===== src/rtl/proc_run_controller_if.sv =====
// Interface bundling the run-controller control inputs and core-facing outputs.
//   start/mode/budget/step/halt : launch and run-control requests (toward the controller)
//   core_reset/core_en          : reset and clock-enable driven to the processor
//   cycle_cnt                   : enabled-cycle count of the current or last run
//   busy/done                   : run in progress / one-cycle completion pulse
//   state_dbg                   : current FSM state code, for observation only
// Handshake: there is no valid/ready pair. start is a level sampled on the rising
// edge only while the controller is not busy. step acts on its 0->1 transition.
// halt is a level honoured on any edge while busy.
// master = the side issuing requests; slave = the controller.
interface proc_run_controller_if #(
  parameter int CNT_W = 16
);
  logic             start;
  logic [1:0]       mode;
  logic [CNT_W-1:0] budget;
  logic             step;
  logic             halt;
  logic             core_reset;
  logic             core_en;
  logic [CNT_W-1:0] cycle_cnt;
  logic             busy;
  logic             done;
  logic [2:0]       state_dbg;

  modport master (
    output start, mode, budget, step, halt,
    input  core_reset, core_en, cycle_cnt, busy, done, state_dbg
  );

  modport slave (
    input  start, mode, budget, step, halt,
    output core_reset, core_en, cycle_cnt, busy, done, state_dbg
  );
endinterface


===== src/rtl/proc_run_controller.sv =====
// Programmable run sequencer for the pipelined processor.
// It holds the core in reset for RST_CYCLES cycles after start. It then runs the
// core in free-run, budget or single-step mode through a clock-enable. It counts
// the enabled cycles, saturating at the maximum count, and pulses done on completion.
// Ports:
//   clk   : single clock, rising edge
//   reset : asynchronous, active-high
//   bus   : proc_run_controller_if.slave (requests in, core controls/status out)
// Every output is registered. Each one is computed from the next state, so it
// lines up with the state being entered.
module proc_run_controller #(
  parameter int RST_CYCLES = 2,
  parameter int CNT_W      = 16
) (
  input  logic                  clk,
  input  logic                  reset,
  proc_run_controller_if.slave  bus
);

  localparam int RC_W = (RST_CYCLES > 1) ? $clog2(RST_CYCLES) : 1;
  localparam logic [RC_W-1:0] RST_LOAD = RC_W'(RST_CYCLES - 1);

  localparam logic [1:0] MODE_FREE   = 2'b00;
  localparam logic [1:0] MODE_BUDGET = 2'b01;
  localparam logic [1:0] MODE_STEP   = 2'b10;
  localparam logic [1:0] MODE_RSVD   = 2'b11;

  typedef enum logic [2:0] {
    S_IDLE      = 3'd0,
    S_RESET     = 3'd1,
    S_RUN       = 3'd2,
    S_STEP_WAIT = 3'd3,
    S_STEP      = 3'd4,
    S_DONE      = 3'd5
  } state_t;

  state_t           state_q, state_d;
  logic [RC_W-1:0]  rst_cnt_q, rst_cnt_d;
  logic [1:0]       mode_q;
  logic [CNT_W-1:0] budget_q;
  logic             step_q;
  logic             accept;
  logic [CNT_W-1:0] cnt_inc;

  // start is honoured only when idle or finished, and never for the reserved mode.
  assign accept  = ((state_q == S_IDLE) || (state_q == S_DONE)) &&
                   bus.start && (bus.mode != MODE_RSVD);
  // Saturating increment: stays at all-ones instead of wrapping.
  assign cnt_inc = (bus.cycle_cnt == '1) ? bus.cycle_cnt : bus.cycle_cnt + 1'b1;

  assign bus.state_dbg = state_q;

  always_comb begin
    state_d   = state_q;
    rst_cnt_d = rst_cnt_q;
    case (state_q)
      S_IDLE, S_DONE: begin
        if (accept) begin
          state_d   = S_RESET;
          rst_cnt_d = RST_LOAD;
        end
      end
      S_RESET: begin
        if (bus.halt) begin
          state_d = S_DONE;
        end else if (rst_cnt_q == '0) begin
          case (mode_q)
            MODE_FREE:   state_d = S_RUN;
            MODE_BUDGET: state_d = (budget_q == '0) ? S_DONE : S_RUN;
            default:     state_d = S_STEP_WAIT;
          endcase
        end else begin
          rst_cnt_d = rst_cnt_q - 1'b1;
        end
      end
      S_RUN: begin
        // core_en is high throughout RUN. The edge that lifts the count to the
        // budget therefore ends the last budgeted cycle.
        if (bus.halt) begin
          state_d = S_DONE;
        end else if ((mode_q == MODE_BUDGET) && (cnt_inc == budget_q)) begin
          state_d = S_DONE;
        end
      end
      S_STEP_WAIT: begin
        if (bus.halt) begin
          state_d = S_DONE;
        end else if (bus.step && !step_q) begin
          state_d = S_STEP;
        end
      end
      S_STEP: begin
        state_d = bus.halt ? S_DONE : S_STEP_WAIT;
      end
      default: state_d = S_IDLE;
    endcase
  end

  always_ff @(posedge clk or posedge reset) begin
    if (reset) begin
      state_q        <= S_IDLE;
      rst_cnt_q      <= '0;
      mode_q         <= '0;
      budget_q       <= '0;
      step_q         <= 1'b0;
      bus.core_reset <= 1'b1;
      bus.core_en    <= 1'b0;
      bus.cycle_cnt  <= '0;
      bus.busy       <= 1'b0;
      bus.done       <= 1'b0;
    end else begin
      state_q   <= state_d;
      rst_cnt_q <= rst_cnt_d;
      step_q    <= bus.step;
      if (accept) begin
        mode_q        <= bus.mode;
        budget_q      <= bus.budget;
        bus.cycle_cnt <= '0;
      end else if (bus.core_en) begin
        bus.cycle_cnt <= cnt_inc;
      end
      bus.core_reset <= (state_d == S_IDLE) || (state_d == S_RESET);
      bus.core_en    <= (state_d == S_RUN) || (state_d == S_STEP);
      bus.busy       <= (state_d == S_RESET) || (state_d == S_RUN) ||
                        (state_d == S_STEP_WAIT) || (state_d == S_STEP);
      bus.done       <= (state_d == S_DONE) && (state_q != S_DONE);
    end
  end

endmodule


===== src/flat_wrapper.sv =====
// flat-port wrapper written by rule: the top's interface ports become plain ports
module proc_run_controller_flat 
#(
  parameter int RST_CYCLES = 2,
  parameter int CNT_W      = 16
)
  (clk, reset, bus_start, bus_mode, bus_budget, bus_step, bus_halt, bus_core_reset, bus_core_en, bus_cycle_cnt, bus_busy, bus_done, bus_state_dbg);
  proc_run_controller_if #(.CNT_W(CNT_W)) bus_i ();
  input  logic clk;
  input  logic reset;
  input wire logic [$bits(bus_i.start)-1:0] bus_start;
  input wire logic [$bits(bus_i.mode)-1:0] bus_mode;
  input wire logic [$bits(bus_i.budget)-1:0] bus_budget;
  input wire logic [$bits(bus_i.step)-1:0] bus_step;
  input wire logic [$bits(bus_i.halt)-1:0] bus_halt;
  output wire logic [$bits(bus_i.core_reset)-1:0] bus_core_reset;
  output wire logic [$bits(bus_i.core_en)-1:0] bus_core_en;
  output wire logic [$bits(bus_i.cycle_cnt)-1:0] bus_cycle_cnt;
  output wire logic [$bits(bus_i.busy)-1:0] bus_busy;
  output wire logic [$bits(bus_i.done)-1:0] bus_done;
  output wire logic [$bits(bus_i.state_dbg)-1:0] bus_state_dbg;
  assign bus_i.start = bus_start;
  assign bus_i.mode = bus_mode;
  assign bus_i.budget = bus_budget;
  assign bus_i.step = bus_step;
  assign bus_i.halt = bus_halt;
  assign bus_core_reset = bus_i.core_reset;
  assign bus_core_en = bus_i.core_en;
  assign bus_cycle_cnt = bus_i.cycle_cnt;
  assign bus_busy = bus_i.busy;
  assign bus_done = bus_i.done;
  assign bus_state_dbg = bus_i.state_dbg;
  proc_run_controller #(.RST_CYCLES(RST_CYCLES), .CNT_W(CNT_W)) u_core (.clk(clk), .reset(reset), .bus(bus_i));
endmodule

===== config.mk =====
export PLATFORM = sky130hd
export DESIGN_NAME = proc_run_controller_flat
export DESIGN_NICKNAME = d
export VERILOG_FILES = /design/src/rtl/proc_run_controller_if.sv /design/src/rtl/proc_run_controller.sv /design/src/flat_wrapper.sv
export SDC_FILE = /design/constraint.sdc
export NUM_CORES = 1
export LEC_CHECK = 0
export ABC_AREA = 1
export CORE_MARGIN = 2
export CORE_UTILIZATION = 40
export CTS_CLUSTER_SIZE = 24
export DETAILED_ROUTE_END_ITERATION = 16
export SLEW_MARGIN = 25
export SYNTH_ARGS = -nofsm -noshare
export SYNTH_HDL_FRONTEND = slang
export SYNTH_SLANG_ARGS = --single-unit

===== constraint.sdc =====
create_clock -name clk -period 4.3 [get_ports clk]
set_input_delay 0.86 -clock clk [delete_from_list [all_inputs] [get_ports clk]]
set_output_delay 0.86 -clock clk [all_outputs]
set_load 0.03 [all_outputs]

==> flow_summary.toml <==
[clock_tree]
cts.path.max_buffers = 2
cts_made_buffers = 5
path_clk_slew_ns = 0.08
clock-sinks = 43
cts_max_level = 2
cts_hold_buf = 0
cts_setup_buffers = 0
cts_root_buf = "clkbuf_8"
cts_tree = "done"
cts_resized = 0
clk_latency_ns = 0.30

[route]
firstDrtPassIters = 4
drc = 0
wl_met2_um = 3241
highest_layer = "met4"
met1_length_um = 3407
routed_wirelength_um = 7160
vias_per_cell = 5.038
ant_nets = 0
dr_wl_met3_um = 331
routed-via-count = 2665
wl_per_cell_um = 13.53
dr.first_iter.drc_count = 140

[floorplan]
ios = 46
fp.dieW_um = 86.48
fp-row-count = 30
die_h_um = 86.48
core_um2 = 6681
initial_core_util = 0.4073
dieArea_um2 = 7479

[setup_path]
start_kind = "flip-flop"
path_class = "flip-flop to flip-flop"
critPathLaunch = "u_core.bus.cycle_cnt[0]$_DFFE_PP0P_"
cp_max_fo = 20
r2r_start = "u_core.bus.cycle_cnt[0]$_DFFE_PP0P_"
crit_path_end = "u_core.bus.core_en$_DFF_PP0_"
worstReg2RegEnd = "u_core.bus.core_en$_DFF_PP0_"
endpoint_kind = "flip-flop"
cp.arrival_ns = 2.84
r2r_cells = 16
cp_data_required_time_ns = 4.50
rrSetupSlack_ns = 1.66

[timing]
fin_crit_sh = 0.6148
slew_headroom = 0.6158
setup_viol = 0
fin_tns_setup_ns = 0
finalHoldViolations = 0
final_max_slew_viol_count = 0
max_freq_mhz = 378.3
tightest_slew_ns = 0.5763
fin_skew_ns = 0.002147
grt_setup_unrepaired = "no"
fin_crit_ns = 2.644

[synthesis]
syn_nets = 427
synth.top_cell.area_share = 0.3862
synth-seq-area-share = 0.3959
synth_cells = 403
synth-seq-cells = 43
yosysUniqueCellTypes = 30
syn_avg_cell_area_um2 = 6.753
synth_area_um2 = 2721
yosysTopAreaCell = "dfrtp_1"
yosys_warnings = 0
yosys-top-cells-area = "dfrtp_1 (39%), nand2_1 (14%), inv_1 (8.1%)"

[global_routing]
antenna_found_initial = 0
grt_usage = 0.2108
grt.overflow.total = 0
grt_pass1_vias = 2689
grt_pass1_wl_um = 12430
grt_max_degree = 44

[hold_path]
worstHoldPathType = "flip-flop to flip-flop"

[power_and_ir_drop]
power.total_w = 0.001743
power.density_nw_per_um2 = 520.5
leakagePower_nw = 1.568
ir_drop_v = 0.0004353

[layout]
final_common_cell = "nand2_1"
drive_above_1_share = 0.08686
final_nets = 472
n_fill_cell = 680
antennaDiodeCount = 0
final_cell_mix = "nand2_1 (105), inv_1 (58), clkdlybuf4s50_1 (45), nand3_1 (44), dfrtp_1 (42)"
final_util = 0.5013
syn2layout_area_growth_pct = 23.08
fin_area_um2 = 3349

[placed_design]
io_buffers = 45
gp_congestion = 0.8907
dp_hpwl_um = 5633
postPlaceCellArea_um2 = 3243

[flow_run]
maxCapViolations = 0

[run_status]
status = "finished, final reports clean"
[metal layers]
layer	up-vias	track usage
li1	1378	-
met1	1191	0.2904
met2	78	0.3350
met3	18	0.03714
met4	0	0.07244
met5	-	0
[power by group]
part	internal, W	switching [W]	leakage, nW
Clock	0.000174	0.000139	0.0524
Sequential	0.000533	0.000119	0.549
Combinational	0.000281	0.000497	0.967
[cell type report]
class | instances | area, µm² | share of cell area
multi-input combinational | 284 | 1349 | 0.4027
sequential | 43 | 1077 | 0.3216
timing repair buffer | 47 | 465.4 | 0.1390
inverter | 67 | 251.5 | 0.07508
tap | 80 | 100.1 | 0.02988
clock buffer | 7 | 76.32 | 0.02279
clock inverter | 1 | 30.03 | 0.008965
[synth_stat cells, drive strengths merged]
master,count
nor2,46
and2,1
clkbuf,6
nand3b,1
nor3,10
nor4,2
dfstp,1
o21ai,29
dfrtp,42
xor2,4
a32oi,1
o22ai,7
ha,1
xnor2,1
o21bai,1
nand2,116
buf,3
a21oi,4
nand3,45
o311ai,1
nand4,13
or2,1
inv,67
[flip-flops by register name, indices dropped and copies added (netlist names)]
name	count
u_core.bus.core_en	1
u_core.rst_cnt_q	1
u_core.bus.core_reset	1
u_core.bus.cycle_cnt	16
u_core.step_q	1
u_core.bus.busy	1
u_core.bus.done	1
u_core.bus.state_dbg	3
u_core.mode_q	2
u_core.budget_q	16
[logic make-up after synthesis]
logic type / share of synthesized area
adder cells (fa/ha/maj): 0.004597
AND/OR/NAND/NOR: 0.3876
XOR/XNOR: 0.01609
AO/OA/AOI/OAI: 0.08736
flip-flops: 0.3959
buffers and inverters: 0.1085
[worst min-delay path by stage]
stage | start | to | slack, ns | depth (start not counted)
final | u_core.mode_q[0]$_DFFE_PP0P_ | u_core.mode_q[0]$_DFFE_PP0P_ | 0.52 | 2
after floorplan | u_core.mode_q[0]$_DFFE_PP0P_ | u_core.mode_q[0]$_DFFE_PP0P_ | 0.47 | 2
after global placement | u_core.mode_q[0]$_DFFE_PP0P_ | u_core.mode_q[0]$_DFFE_PP0P_ | 0.52 | 2
after global routing | u_core.mode_q[0]$_DFFE_PP0P_ | u_core.mode_q[0]$_DFFE_PP0P_ | 0.59 | 2
after detailed placement | u_core.mode_q[0]$_DFFE_PP0P_ | u_core.mode_q[0]$_DFFE_PP0P_ | 0.51 | 2
after CTS | u_core.mode_q[0]$_DFFE_PP0P_ | u_core.mode_q[0]$_DFFE_PP0P_ | 0.53 | 2
[worst max-delay path, cell delays in order, from the launching register on]
cell,delay (ns)
dfrtp_1,0.47
ha_1,0.27
nand3_2,0.15
nor2_2,0.22
nand2_2,0.28
nand2_1,0.22
inv_2,0.06
nand2_1,0.05
nand2_1,0.04
nor2_1,0.16
inv_1,0.06
nor2_1,0.10
nand3_1,0.09
nand3_1,0.09
nand2_2,0.08
nor2_2,0.15
nor2_2,0.04
[metrics by stage]
step	setup slack [ns]	instances	hold slack [ns]
finish	1.656	529	0.5174
global route	1.400	529	0.5850
CTS	1.634	529	0.5267
detailed placement	1.367	521	0.5073
global placement	1.414	521	0.5154
floorplan	2.025	403	0.4666
(Power assumes the default switching activity.)
